`src/rtl/conv_window_fetch.sv`:
```
// Read master for the feature-map RAM: walks an IMG_W x IMG_H image and emits
// every unpadded 3x3 window (tap k = 3*dy+dx in bits [8k+7:8k]) over valid/ready.
module conv_window_fetch #(
  parameter int IMG_W     = 28,
  parameter int IMG_H     = 28,
  parameter int BASE_ADDR = 0
) (
  input  logic        clock,
  input  logic        reset_n,
  input  logic        start,
  output logic        busy,
  output logic        done,
  output logic [15:0] ram_address,
  output logic        ram_wren,
  input  logic [7:0]  ram_q,
  output logic        win_valid,
  input  logic        win_ready,
  output logic [71:0] win_data,
  output logic [7:0]  win_row,
  output logic [7:0]  win_col,
  output logic [1:0]  fsm_state
);

  typedef enum logic [1:0] {
    IDLE  = 2'd0,
    FETCH = 2'd1,
    HOLD  = 2'd2,
    DONE  = 2'd3
  } state_t;

  localparam logic [15:0] BASE     = 16'(BASE_ADDR);
  localparam logic [15:0] ROW_STEP = 16'(IMG_W);
  localparam logic [15:0] ROW_WRAP = 16'(IMG_W - 2);
  localparam logic [7:0]  LAST_ROW = 8'(IMG_H - 3);
  localparam logic [7:0]  LAST_COL = 8'(IMG_W - 3);

  state_t      state;
  logic [7:0]  row;
  logic [7:0]  col;
  logic [15:0] row_base;
  logic [3:0]  cnt;

  logic        last_col;
  logic        last_win;
  logic [15:0] next_row_base;
  logic [15:0] next_tap0;
  logic [15:0] tap_step;

  assign last_col      = (col == LAST_COL);
  assign last_win      = last_col && (row == LAST_ROW);
  assign next_row_base = row_base + ROW_STEP;
  assign next_tap0     = last_col ? next_row_base : (row_base + {8'd0, col} + 16'd1);
  // Taps 2 and 5 end a window row, so the following tap jumps to the next image row.
  assign tap_step      = ((cnt == 4'd3) || (cnt == 4'd6)) ? ROW_WRAP : 16'd1;

  assign ram_wren  = 1'b0;
  assign win_row   = row;
  assign win_col   = col;
  assign fsm_state = state;

  // Handshake: a window transfers on a rising edge where win_valid and win_ready
  // are both high; win_valid only rises in HOLD, and win_data/win_row/win_col
  // do not change until that edge. win_ready never reaches an output combinationally.
  always_ff @(posedge clock or negedge reset_n) begin
    if (!reset_n) begin
      state       <= IDLE;
      busy        <= 1'b0;
      done        <= 1'b0;
      win_valid   <= 1'b0;
      win_data    <= '0;
      ram_address <= '0;
      row         <= '0;
      col         <= '0;
      row_base    <= '0;
      cnt         <= '0;
    end else begin
      case (state)
        IDLE: begin
          if (start) begin
            state       <= FETCH;
            busy        <= 1'b1;
            row         <= '0;
            col         <= '0;
            row_base    <= BASE;
            ram_address <= BASE;
            cnt         <= 4'd1;
          end
        end
        FETCH: begin
          // cnt counts edges since tap 0 was loaded; data lags its address by two edges.
          if (cnt <= 4'd8) ram_address <= ram_address + tap_step;
          for (int k = 0; k < 9; k++) begin
            if (cnt == 4'(k + 2)) win_data[8*k +: 8] <= ram_q;
          end
          if (cnt == 4'd10) begin
            state     <= HOLD;
            win_valid <= 1'b1;
            cnt       <= '0;
          end else begin
            cnt <= cnt + 4'd1;
          end
        end
        HOLD: begin
          if (win_ready) begin
            win_valid <= 1'b0;
            if (last_win) begin
              state <= DONE;
              busy  <= 1'b0;
              done  <= 1'b1;
            end else begin
              state       <= FETCH;
              cnt         <= 4'd1;
              ram_address <= next_tap0;
              if (last_col) begin
                row      <= row + 8'd1;
                col      <= '0;
                row_base <= next_row_base;
              end else begin
                col <= col + 8'd1;
              end
            end
          end
        end
        DONE: begin
          done  <= 1'b0;
          state <= IDLE;
        end
        default: state <= IDLE;
      endcase
    end
  end

endmodule

```
`config.mk`:
```
export PLATFORM = sky130hd
export DESIGN_NAME = conv_window_fetch
export DESIGN_NICKNAME = d
export VERILOG_FILES = /design/src/rtl/conv_window_fetch.sv
export SDC_FILE = /design/constraint.sdc
export NUM_CORES = 1
export LEC_CHECK = 0
export CAP_MARGIN = 5
export CORE_MARGIN = 3
export CORE_UTILIZATION = 45
export CTS_CLUSTER_SIZE = 10
export DETAILED_ROUTE_END_ITERATION = 12
export PLACE_DENSITY = 0.78
export SETUP_SLACK_MARGIN = 0.05
export SLEW_MARGIN = 20
export SYNTH_ARGS = -nofsm -noshare
export SYNTH_HDL_FRONTEND = slang
export SYNTH_SLANG_ARGS = --single-unit
```
`constraint.sdc`:
```
create_clock -name clock -period 2.9 [get_ports clock]
set_clock_uncertainty 0.1 [all_clocks]
set_input_delay 0.87 -clock clock [delete_from_list [all_inputs] [get_ports clock]]
set_output_delay 0.87 -clock clock [all_outputs]
set_load 0.1 [all_outputs]
```
**Word-level counts from Yosys, hierarchy flattened**

Index checks and enable logic that the tools add are counted.
Widths: inputs -> output; s select.

- Memories kept: 0
- Output and inout port bits: 110
- ROM bits: 0
- RAM bits: 0
- Latch bits: 0
- Register bits: 129
- Logic and storage cells: 111
- Input bits: 12

- Add/subtract/negate cells: 7
- Multipliers: 0
- Divide/modulo/power cells: 0
- Muxes and demuxes: 40
- Equal/unequal tests: 21
- $lt $le $gt $ge: 1
- Bitwise logic cells: 0
- Shift-type cells: 0
- Reduce and logical (&&, ||, !) cells: 24

Operator list:

| cell | count |
|---|---|
| $mux 16 | 8 |
| $mux 8 | 7 |
| $pmux 16 s3 | 1 |
| $pmux 16 s2 | 1 |
| $pmux 8 s2 | 2 |
| $reduce_and 2->1 | 9 |
| $add 16x1->16 const B | 1 |
| $add 16x5->16 | 1 |
| $add 16x5->16 const B | 1 |
| $add 16x8->16 | 1 |
| $add 8x1->8 const B | 2 |
| $eq 4x3->1 const B | 4 |
| $eq 8x5->1 const B | 2 |
| $mux 4 | 4 |
| $ne 2x2->1 const B | 7 |
| $eq 4x4->1 const B | 3 |
| $pmux 4 s3 | 1 |
| $reduce_and 4->1 | 3 |
| $reduce_and 5->1 | 2 |
| $reduce_and 3->1 | 3 |
| $eq 4x2->1 const B | 2 |
| $mux 2 | 4 |
| $pmux 2 s4 | 1 |
| $mux 1 | 7 |
| other kinds (11) | 16 |

**Logic depth before layout (Yosys ltp)**

Gate-level depths: netlist of the first run.

- Word-level depth: 6
- Gate-level depth with buffers: 13
- Depth with buffers taken out: 12

**Worst setup path before layout of the first run**

Ideal clock, no wire load.

- Path kind: reg-to-reg
- Start point: register state[0], in the netlist fsm_state[0]
- End point: register row_base[15]
- Path slack: -0.342 ns
- Data required time: 2.734 ns
- Library setup time: 0.066 ns
- Arrival: 3.076 ns
- Stages on the path, launching flop included: 11
- Path buffers: 2
- Clock period less this slack: 3.242 ns
- Cells stage by stage: dfrtp_1 -> inv_1 -> ha_1 -> nor4b_1 -> and4_4 -> buf_6 -> a211o_1 -> buf_6 -> or4_1 -> nand2_1 -> a22o_1

- Word-level cells in the longest chain between the ends: 3
- Elaborated cells between the ends (all ways): 9
- Classes of those cells: eq/ne: 5; mux: 1; reduce/logical: 3

RTL lines:

| element | line | source |
|---|---|---|
| start, declared | 37 | `state_t state;` |
| start signal, assigned | 66 | `state <= IDLE;` |
| start signal, assigned | 80 | `state <= FETCH;` |
| start signal, assigned | 96 | `state <= HOLD;` |
| $eq 2x2->1 or $logic_not 2->1 (tied branches) | 77 | `case (state)` |
| $ne 2x2->1 (no source line) or $reduce_bool 2->1 (tied branches) | -- |  |
| $reduce_and 5->1 (no source line) | -- |  |
| end signal, assigned | 117 | `row_base <= next_row_base;` |
| end, declared | 40 | `logic [15:0] row_base;` |

Several ways; a longest one is shown, not always the timed one.
A chain may end at the register's enable or synchronous reset.

**Final worst setup path of the first run**

- Start point: register cnt[0]
- End point: register ram_address[14]

- Word-level cells in the longest chain between the ends: 6
- Elaborated cells between the ends (all ways): 10
- Classes of those cells: add/sub: 1; order compare: 1; eq/ne: 3; mux: 3; reduce/logical: 2

RTL lines:

| element | line | source |
|---|---|---|
| start, declared | 41 | `logic [3:0] cnt;` |
| start signal, assigned | 100 | `cnt <= cnt + 4'd1;` |
| $eq 4x2->1 or $eq 4x3->1 (tied branches) | 54 | `assign tap_step = ((cnt == 4'd3) \|\| (cnt == 4'd6)) ? ROW_WRAP : 16'd1;` |
| $logic_or 1x1->1 | 54 |  |
| $mux 5 | 54 |  |
| $add 16x5->16 | 91 | `if (cnt <= 4'd8) ram_address <= ram_address + tap_step;` |
| $mux 16 | 91 |  |
| $pmux 16 s3 | 77 |  |
| end signal, assigned | 91 |  |
| end signal, assigned | 113 | `ram_address <= next_tap0;` |
| end, declared | 13 | `output logic [15:0] ram_address,` |

Several ways; a longest one is shown, not always the timed one. The select of a mux whose other input is x is not followed.

==> flow_summary.yaml, run 1 <==
synth:
  yosysSeqAreaShare_pct: 48.4
  synth_edf_count: 0
  synth.cell_area_um2: 6560
  ys_types: 63
  syn_nets: 659
  synth_seq_cells: 127
  syn_inst: 623
  ys.flop_type: "dfrtp_1"
  yosys_warnings: 0
  syn_area_per_cell_um2: 10.5
  ys_async_sr_fraction_pct: 100
clock_network:
  cts_sinks: 127
  ctsHoldBuffers: 0
  clk_pin_slew_ns: 0.06
  cts_buffer_depth: 2
  clockRootBuffer: "clkbuf_16"
  cts_tree: "done"
  cts_buffers: 17
  h-tree-depth: 4
  clk_latency_ns: 0.42
placed_design:
  port_buffers: 120
  place_area_um2: 7830
  dpl.hpwl_mm: 12.8
  gp_congestion: 0.958
  dp.cells: 926
detailed_routing:
  viasPerCell: 5.82
  firstDrtPassIters: 5
  drt-total-wl_mm: 17.5
  ant_nets: 0
  detail_route.iter0.violations: 376
  drc_errors: 0
  wl_per_cell_um: 18.3
  detailroute.via_count: 5578
sta:
  finalHoldViolCount: 0
  maxSlewViolCount: 0
  period_needed_ns: 2.71
  hold_ws_ns: 0.258
  layout_worst_path_cycle_share_pct: 93.5
  setup_violations: 0
  tightest_slew_ns: 0.723
  relSlewSlack_pct: 51.5
  tns_ns: 0
  maxClockFrequency_mhz: 369
  rsz0062_at_grt: "no"
floorplan:
  pin_count: 122
  die_height_um: 127
  dieArea_um2: 16100
  num_rows: 43
  core_um2: 14100
  die_w_um: 127
  initial_core_util_pct: 46.5
worst_setup_path:
  reg2reg_depth: 12
  r2r_end: "ram_address[14]"
  cp_data_arrival_time_ns: 2.91
  worstPathRequired_ns: 3.10
  cp-start-kind: "flop"
  rrSetupSlack_ns: 0.19
  r2r_start: "cnt[0]"
  critPathMaxFanout: 7
  path_class: "reg2reg"
  end_kind: "flop"
finish:
  layout.cells.non_filler: 959
  drive_above_1_share_pct: 33.5
  nets: 802
  fillers: 1149
  areaGrowthSynthToFinish_pct: 29.2
  final_cell_area_um2: 8480
  diodes: 0
pwr:
  p_leak_nw: 3.83
  powerDensity_nw_per_um2: 1230
  vdd_drop_max_v: 0.00103
  power_mw: 10.4
global_routing:
  grt_use_total_pct: 22.5
  antenna_found_initial: 0
  grt_pass1_wl_mm: 29.2
  grt_pass1_vias: 5694
  grt_max_degree: 65
  overflow: 0
flow_run:
  drv_cap: 0
hold_path:
  hold_class: "in2async"
run_status:
  status: "completed"
stage by stage:
| stage | utilization [%] | worst slack [ns] |
|---|---|---|
| after floorplan | - | 0.0514 |
| after global placement | 55.5 | 0.0997 |
| after detailed placement | 55.5 | 0.0185 |
| after CTS | 59.9 | 0.0571 |
| after global routing | 60.1 | 0.0523 |
| final | 60.1 | 0.190 |
cells by family after synthesis:
family                     after synthesis  synth area share [%]
adders and majority gates               24                  4.69
DFF                                    127                  48.4
buffers and inverters                   39                  2.54
xor gates and xnor gates                19                  2.54
and+or+nand+nor                        187                  14.6
AOI/OAI and AO/OA                      152                  14.4
muxes                                   74                  12.7
other                                    1                0.0572
how the worst max path moves through the flow:
stage                            start              end  slack [ns]  depth (start not counted)
after global placement       win_ready  ram_address[14]         0.1                          8
final                           cnt[0]  ram_address[14]        0.19                         12
after detailed placement     win_ready       win_col[4]        0.02                          7
after floorplan                 cnt[0]  ram_address[10]        0.05                         13
after global routing            cnt[0]  ram_address[10]        0.05                         12
after CTS                 fsm_state[0]           cnt[3]        0.06                          8
state kept, by name, summed over array words and instances (netlist names):
| signal | flops |
|---|---|
| row_base | 14 |
| win_data | 72 |
| win_col | 8 |
| done | 1 |
| ram_address | 16 |
| busy | 1 |
| win_row | 8 |
| win_valid | 1 |
| fsm_state | 2 |
| cnt | 4 |
Yosys cell counts (2+ instances only):
library cell	instances	area, um2
mux2_2	73	822
nand2_1	57	214
o22ai_1	3	18.8
xnor2_1	10	87.6
a21o_1	10	75.1
nand4_1	9	56.3
inv_1	18	67.6
o31a_1	3	26.3
dfrtp_1	127	3180
and4b_1	2	20.0
and2_1	3	18.8
nor3_1	17	85.1
xor2_1	9	78.8
o21a_1	2	15.0
a21oi_1	34	170
nand3_1	19	95.1
o211ai_1	2	15.0
or3_1	10	62.6
buf_6	2	22.5
nor2b_1	4	25.0
a22o_1	9	78.8
a211oi_1	4	30.0
or4_1	4	30.0
and3_1	7	43.8
nand3b_1	3	22.5
o31ai_1	3	22.5
ha_1	23	288
o21ai_0	49	245
nor4_1	3	18.8
a311oi_1	2	17.5
nand2b_1	6	37.5
nor3b_1	5	37.5
o21ai_1	8	40.0
nor2_1	30	113
a211o_1	2	17.5
a31oi_1	5	31.3
a31o_2	3	26.3
o32ai_1	2	17.5
clkbuf_1	17	63.8
routing by layer:
metal	GRT usage, %	vias to the layer above	routed length (um)
met5	0	-	0
met4	7.70	0	318
met3	9.01	24	1640
met2	37.0	211	8480
met1	27.0	2775	7080
li1	-	2568	-
power breakdown:
group          internal [mW]  switching, mW
logic                   1.37           4.19
registers               2.22          0.427
clock network           1.37          0.821
total                   4.96           5.44
cells in the final DEF (no fill, tap or decap), types with 4 or more instances in the layout:
cell type,netlist,routed
a211oi_1,4,4
or4_1,4,4
clkdlybuf4s50_1,0,10
nand4_1,9,9
clkbuf_16,0,17
dfrtp_2,0,7
a22o_1,9,9
nand2_1,57,57
inv_1,18,17
nand2b_1,6,6
nor3_1,17,17
xnor2_1,10,10
o21ai_1,8,10
inv_6,0,4
xor2_1,9,9
a31oi_1,5,5
nor2b_1,4,4
dfrtp_1,127,119
ha_1,23,22
nor2_1,30,30
or3_1,10,10
nand3_1,19,19
and3_1,7,6
a21o_1,10,10
a21oi_1,34,34
nor3b_1,5,5
mux2_2,73,73
buf_4,1,134
o21ai_0,49,47
final cells by class:
cell class | instances | area [um2] | share of cell area [%]
flip-flops and latches | 127 | 3190 | 37.6
well taps | 180 | 225 | 2.66
clock buffers | 18 | 429 | 5.06
inverters | 18 | 70.1 | 0.827
clock inverters | 14 | 180 | 2.13
multi-input cells | 457 | 3250 | 38.4
repair buffers | 145 | 1130 | 13.3
critical path: stages (launching register included):
cell and delay [ns]:
dfrtp_1 0.39, xor2_1 0.16, and3_4 0.22, inv_4 0.08, ha_4 0.13, inv_1 0.05, fa_2 0.34, nand4b_1 0.25
a21boi_4 0.25, nand4_1 0.15, a31o_2 0.27, a21oi_1 0.13, nand3_1 0.08
repair_timing:
item	in CTS	in global routing
endpoints found under the setup margin	0	22
setup buffers	0	1
resized for setup	0	6
(Power assumes the default switching activity.)
==> run 2, diff against run 1 <==
- CORE_MARGIN: 3 -> 10
- SETUP_SLACK_MARGIN: 0.05 -> unset
==> run 2 against run 1 <==
Against the previous run: via count barely moved; first-iteration DRC count rose by 0.27%; combinational power rose by 2%; die area rose by 23%; sequential share of layout area barely moved; global-route usage fell by 3.4 points; wire length rose by 6.8%; clock power fell by 8%; critical path type unchanged.
==> flow_summary.yaml, run 2 (synthesis gave the netlist of run 1 again) <==
finish:
  nets: 808
  drive_above_1_share_pct: 33.9
  final_cell_area_um2: 8470
  reg.largest.list: "win_data x72, ram_address x16, row_base x14"
  diodes: 0
  areaGrowthSynthToFinish_pct: 29.1
  final_common_cell: "buf_4"
  top_register: "win_data"
  final_cell_mix: "buf_4, dfrtp_1, mux2_2"
  fillers: 1194
  largest_register_ff_count: 72
sta:
  maxSlewViolCount: 0
  layout_worst_path_cycle_share_pct: 94.0
  hold_ws_ns: 0.257
  tns_ns: 0
  relSlewSlack_pct: 51.4
  maxClockFrequency_mhz: 367
  tightest_slew_ns: 0.726
  setup_violations: 0
  period_needed_ns: 2.72
  finalHoldViolCount: 0
  rsz0062_at_grt: "no"
worst_setup_path:
  path_class: "reg2reg"
  cp_data_arrival_time_ns: 2.92
  end_kind: "flop"
  slowest_delay_ns: 0.39
  cp_slowest_cell: "dfrtp_1"
  crit_path_frequent_cell: "o21ai_1"
  critPathMaxFanout: 6
  crit_chain: "xor2_1 > and3_4 > inv_4 > ha_4 > inv_2 > fa_2 > nand4b_1 > a21boi_2 > a31oi_1 > o21ai_1 > o21ai_1 > a311o_1"
  r2r_start: "cnt[0]"
  worstPathRequired_ns: 3.10
  cp-start-kind: "flop"
  crit_path_start: "cnt[0]"
floorplan:
  core_um2: 14400
  num_rows: 44
  die_height_um: 141
  dieArea_um2: 19800
  pin_count: 122
  die_w_um: 141
  initial_core_util_pct: 45.5
placed_design:
  place_area_um2: 7870
  port_buffers: 120
  gp_congestion: 0.925
  dpl.hpwl_mm: 13.5
clock_network:
  clk_latency_ns: 0.42
  cts_sinks: 127
  cts_tree: "done"
  cts_buffers: 17
  ctsHoldBuffers: 0
  h-tree-depth: 4
  cts_buffer_depth: 2
  clk_pin_slew_ns: 0.06
  clockRootBuffer: "clkbuf_16"
detailed_routing:
  detail_route.iter0.violations: 377
  ant_nets: 0
  detailroute.via_count: 5582
  firstDrtPassIters: 6
  drc_errors: 0
  drt-total-wl_mm: 18.7
  wl_per_cell_um: 19.3
  viasPerCell: 5.76
global_routing:
  antenna_found_initial: 0
  grt_pass1_wl_mm: 30.9
  overflow: 0
  grt_max_degree: 55
  grt_pass1_vias: 5976
  grt_use_total_pct: 19.1
pwr:
  vdd_drop_max_v: 0.00142
  powerDensity_nw_per_um2: 1220
  p_leak_nw: 3.84
hold_path:
  hold_class: "in2async"
run_status:
  status: "completed"
flow_run:
  drv_cap: 0
-- run 2: cell type report --
type,instances,area [um2],share of cell area [%]
clock buffers,19,443,5.23
clock inverters,13,116,1.37
inverters,18,70.1,0.827
multi-input cells,457,3240,38.3
flip-flops and latches,127,3190,37.6
well taps,184,230,2.72
repair buffers,151,1180,14.0
-- run 2: routing by layer --
metal | global-route usage [%] | vias up | routed length (um)
li1 | - | 2577 | -
met1 | 22.3 | 2751 | 7910
met2 | 30.4 | 230 | 8640
met3 | 9.07 | 24 | 1900
met4 | 5.87 | 0 | 261
met5 | 0 | - | 0
-- run 2: timing repair --
item	in CTS	in global routing
endpoints found under the setup margin	0	3
resized for setup	0	6
setup buffers	0	3
-- run 2: path summary, 6_finish.rpt --
check                                        to  slack [ns]  depth (start not counted)
worst max-delay path            ram_address[10]        0.18                         12
worst min-delay path                 win_col[2]        0.26                          1
worst max register to register  ram_address[10]        0.18                         12
worst min register to register     win_data[44]        0.41                          1
max in group asynchronous          row_base[12]        1.84                          2
min in group clock                 win_data[44]        0.41                          1
-- run 2: metrics by stage --
step | instances | utilization, % | total power, mW | setup slack (ns)
4_1_cts | 966 | 58.4 | 10.3 | 0.00648
3_5_place_dp | 934 | 54.6 | 8.25 | 0.0279
5_1_grt | 969 | 58.7 | 10.8 | 0.0168
6_report | 969 | 58.7 | 10.3 | 0.175
3_3_place_gp | 934 | 54.6 | 8.15 | 0.0876
2_1_floorplan | 623 | - | 6.82 | 0.00278
-- run 2: report_power, final --
group / leakage [nW] / switching (mW) / internal, mW / total (mW)
Combinational: 2.00 / 4.26 / 1.41 / 5.66
Clock: 0.269 / 0.818 / 1.20 / 2.02
Sequential: 1.57 / 0.415 / 2.22 / 2.63
-- run 2: critical path: cells and delay by family, from the launching register on --
family	cells	cell delay, ns
AO/OA/AOI/OAI	5	0.94
adder cells (fa/ha/maj)	2	0.50
flip-flops	1	0.39
AND/OR/NAND/NOR	2	0.41
buffers and inverters	2	0.12
XOR/XNOR	1	0.16
==> run 3, diff against run 2 <==
- CORE_ASPECT_RATIO: unset -> 0.75
==> run 3 against run 2 <==
Against the previous run: sequential share of layout area is 0.18 points lower; sequential cell count did not move; non-clock buffer count increased by 3; die area increased by 0.25%.
==> flow_summary.yaml, run 3 (synthesis gave the netlist of run 1 again) <==
finish:
  drive_above_1_share_pct: 34.5
  areaGrowthSynthToFinish_pct: 29.7
  diodes: 0
  nets: 811
  regArea_um2: 3190
  final_common_cell: "buf_4"
  multi_input_area_um2: 3250
  final_cell_mix: "buf_4, dfrtp_1, mux2_2"
  fillers: 1181
  top_register: "win_data"
  final_cell_area_um2: 8510
  largest_register_ff_count: 72
  reg.largest.list: "win_data x72, ram_address x16, row_base x14"
pwr:
  powerDensity_nw_per_um2: 1220
  vdd_drop_max_v: 0.000851
  p_leak_nw: 3.86
clock_network:
  clockRootBuffer: "clkbuf_16"
  cts_buffer_depth: 2
  h-tree-depth: 4
  clk_pin_slew_ns: 0.06
  clk_latency_ns: 0.42
  cts_buffers: 17
  cts_tree: "done"
  ctsHoldBuffers: 0
  cts_sinks: 127
hold_path:
  hold_class: "in2async"
detailed_routing:
  ant_nets: 0
  drc_errors: 0
  wl_per_cell_um: 19.4
  viasPerCell: 5.80
  drt-total-wl_mm: 19.1
  detail_route.iter0.violations: 571
  firstDrtPassIters: 6
  detailroute.via_count: 5731
global_routing:
  overflow: 0
  grt_pass1_vias: 5567
  grt_pass1_wl_mm: 31.0
  grt_max_degree: 62
  antenna_found_initial: 0
  grt_use_total_pct: 19.2
worst_setup_path:
  cp_data_arrival_time_ns: 2.94
  worstPathRequired_ns: 3.10
  critPathMaxFanout: 5
  end_kind: "flop"
  path_class: "reg2reg"
  cp-start-kind: "flop"
floorplan:
  dieArea_um2: 19900
  core_um2: 14400
  initial_core_util_pct: 45.7
  die_w_um: 159
  num_rows: 38
  pin_count: 122
  die_height_um: 125
sta:
  relSlewSlack_pct: 55.4
  rsz0062_at_grt: "yes"
  maxClockFrequency_mhz: 364
  tns_ns: 0
  layout_worst_path_cycle_share_pct: 94.7
  maxSlewViolCount: 0
  period_needed_ns: 2.75
  tightest_slew_ns: 0.664
  finalHoldViolCount: 0
  setup_violations: 0
run_status:
  status: "completed"
placed_design:
  gp_congestion: 0.932
  place_area_um2: 7890
  dpl.hpwl_mm: 14.3
  port_buffers: 120
flow_run:
  drv_cap: 0
## run 3: layout make-up
cell class,count,share of cell area (%)
Multi-Input combinational cell,457,38.2
Sequential cell,127,37.4
Timing Repair Buffer,154,14.1
Clock buffer,17,5.00
Tap cell,200,2.94
Clock inverter,15,1.60
Inverter,18,0.794
## run 3: per-stage QoR
stage               hold WS [ns]  util, %  power (mW)  std cells  setup WS (ns)
finish                     0.245     59.3        10.4        988          0.155
global route               0.254     59.3        10.8        988       -0.00918
CTS                        0.247     58.9        10.4        984         0.0639
detailed placement         0.394     55.0        8.30        952         0.0771
global placement           0.389     55.0        8.18        952         0.0771
floorplan                  0.419        -        6.82        623        0.00278
## run 3: critical path, stage by stage (launching register included)
cell	delay (ns)
dfrtp_1	0.38
xor2_1	0.16
and3_4	0.18
inv_2	0.07
ha_2	0.17
inv_1	0.06
fa_2	0.38
nand4b_1	0.22
a21boi_2	0.24
a31oi_1	0.11
o21ai_1	0.16
o21ai_2	0.07
a311o_1	0.32
## run 3: layer usage
metal | vias up | part of all wire (%) | GRT usage [%]
met4 | 0 | 1.7 | 6.14
met5 | - | 0 | 0
met2 | 279 | 47 | 29.6
met3 | 29 | 6.9 | 4.19
li1 | 2594 | - | -
met1 | 2829 | 45 | 26.2
## run 3: path summary, 6_finish.rpt
kind | from | to | slack [ns] | cells past startpoint
min in group clock | win_data[15] | win_data[15] | 0.41 | 1
hold reg to reg | win_data[15] | win_data[15] | 0.41 | 1
setup reg to reg | cnt[0] | ram_address[10] | 0.15 | 12
setup / recovery | cnt[0] | ram_address[10] | 0.15 | 12
max in group asynchronous | reset_n | ram_address[1] | 1.78 | 2
hold / removal | reset_n | row_base[3] | 0.24 | 1
## run 3: what timing repair did
item / CTS / global route
resized for setup: 0 / 7
buffers inserted: 0 / 4
endpoints found under the setup margin: 0 / 11
## run 3: power breakdown
part	internal [mW]	switching, mW	total [mW]
Clock	1.14	0.902	2.04
Sequential	2.22	0.427	2.64
Combinational	1.40	4.29	5.69
Total	4.75	5.62	10.4
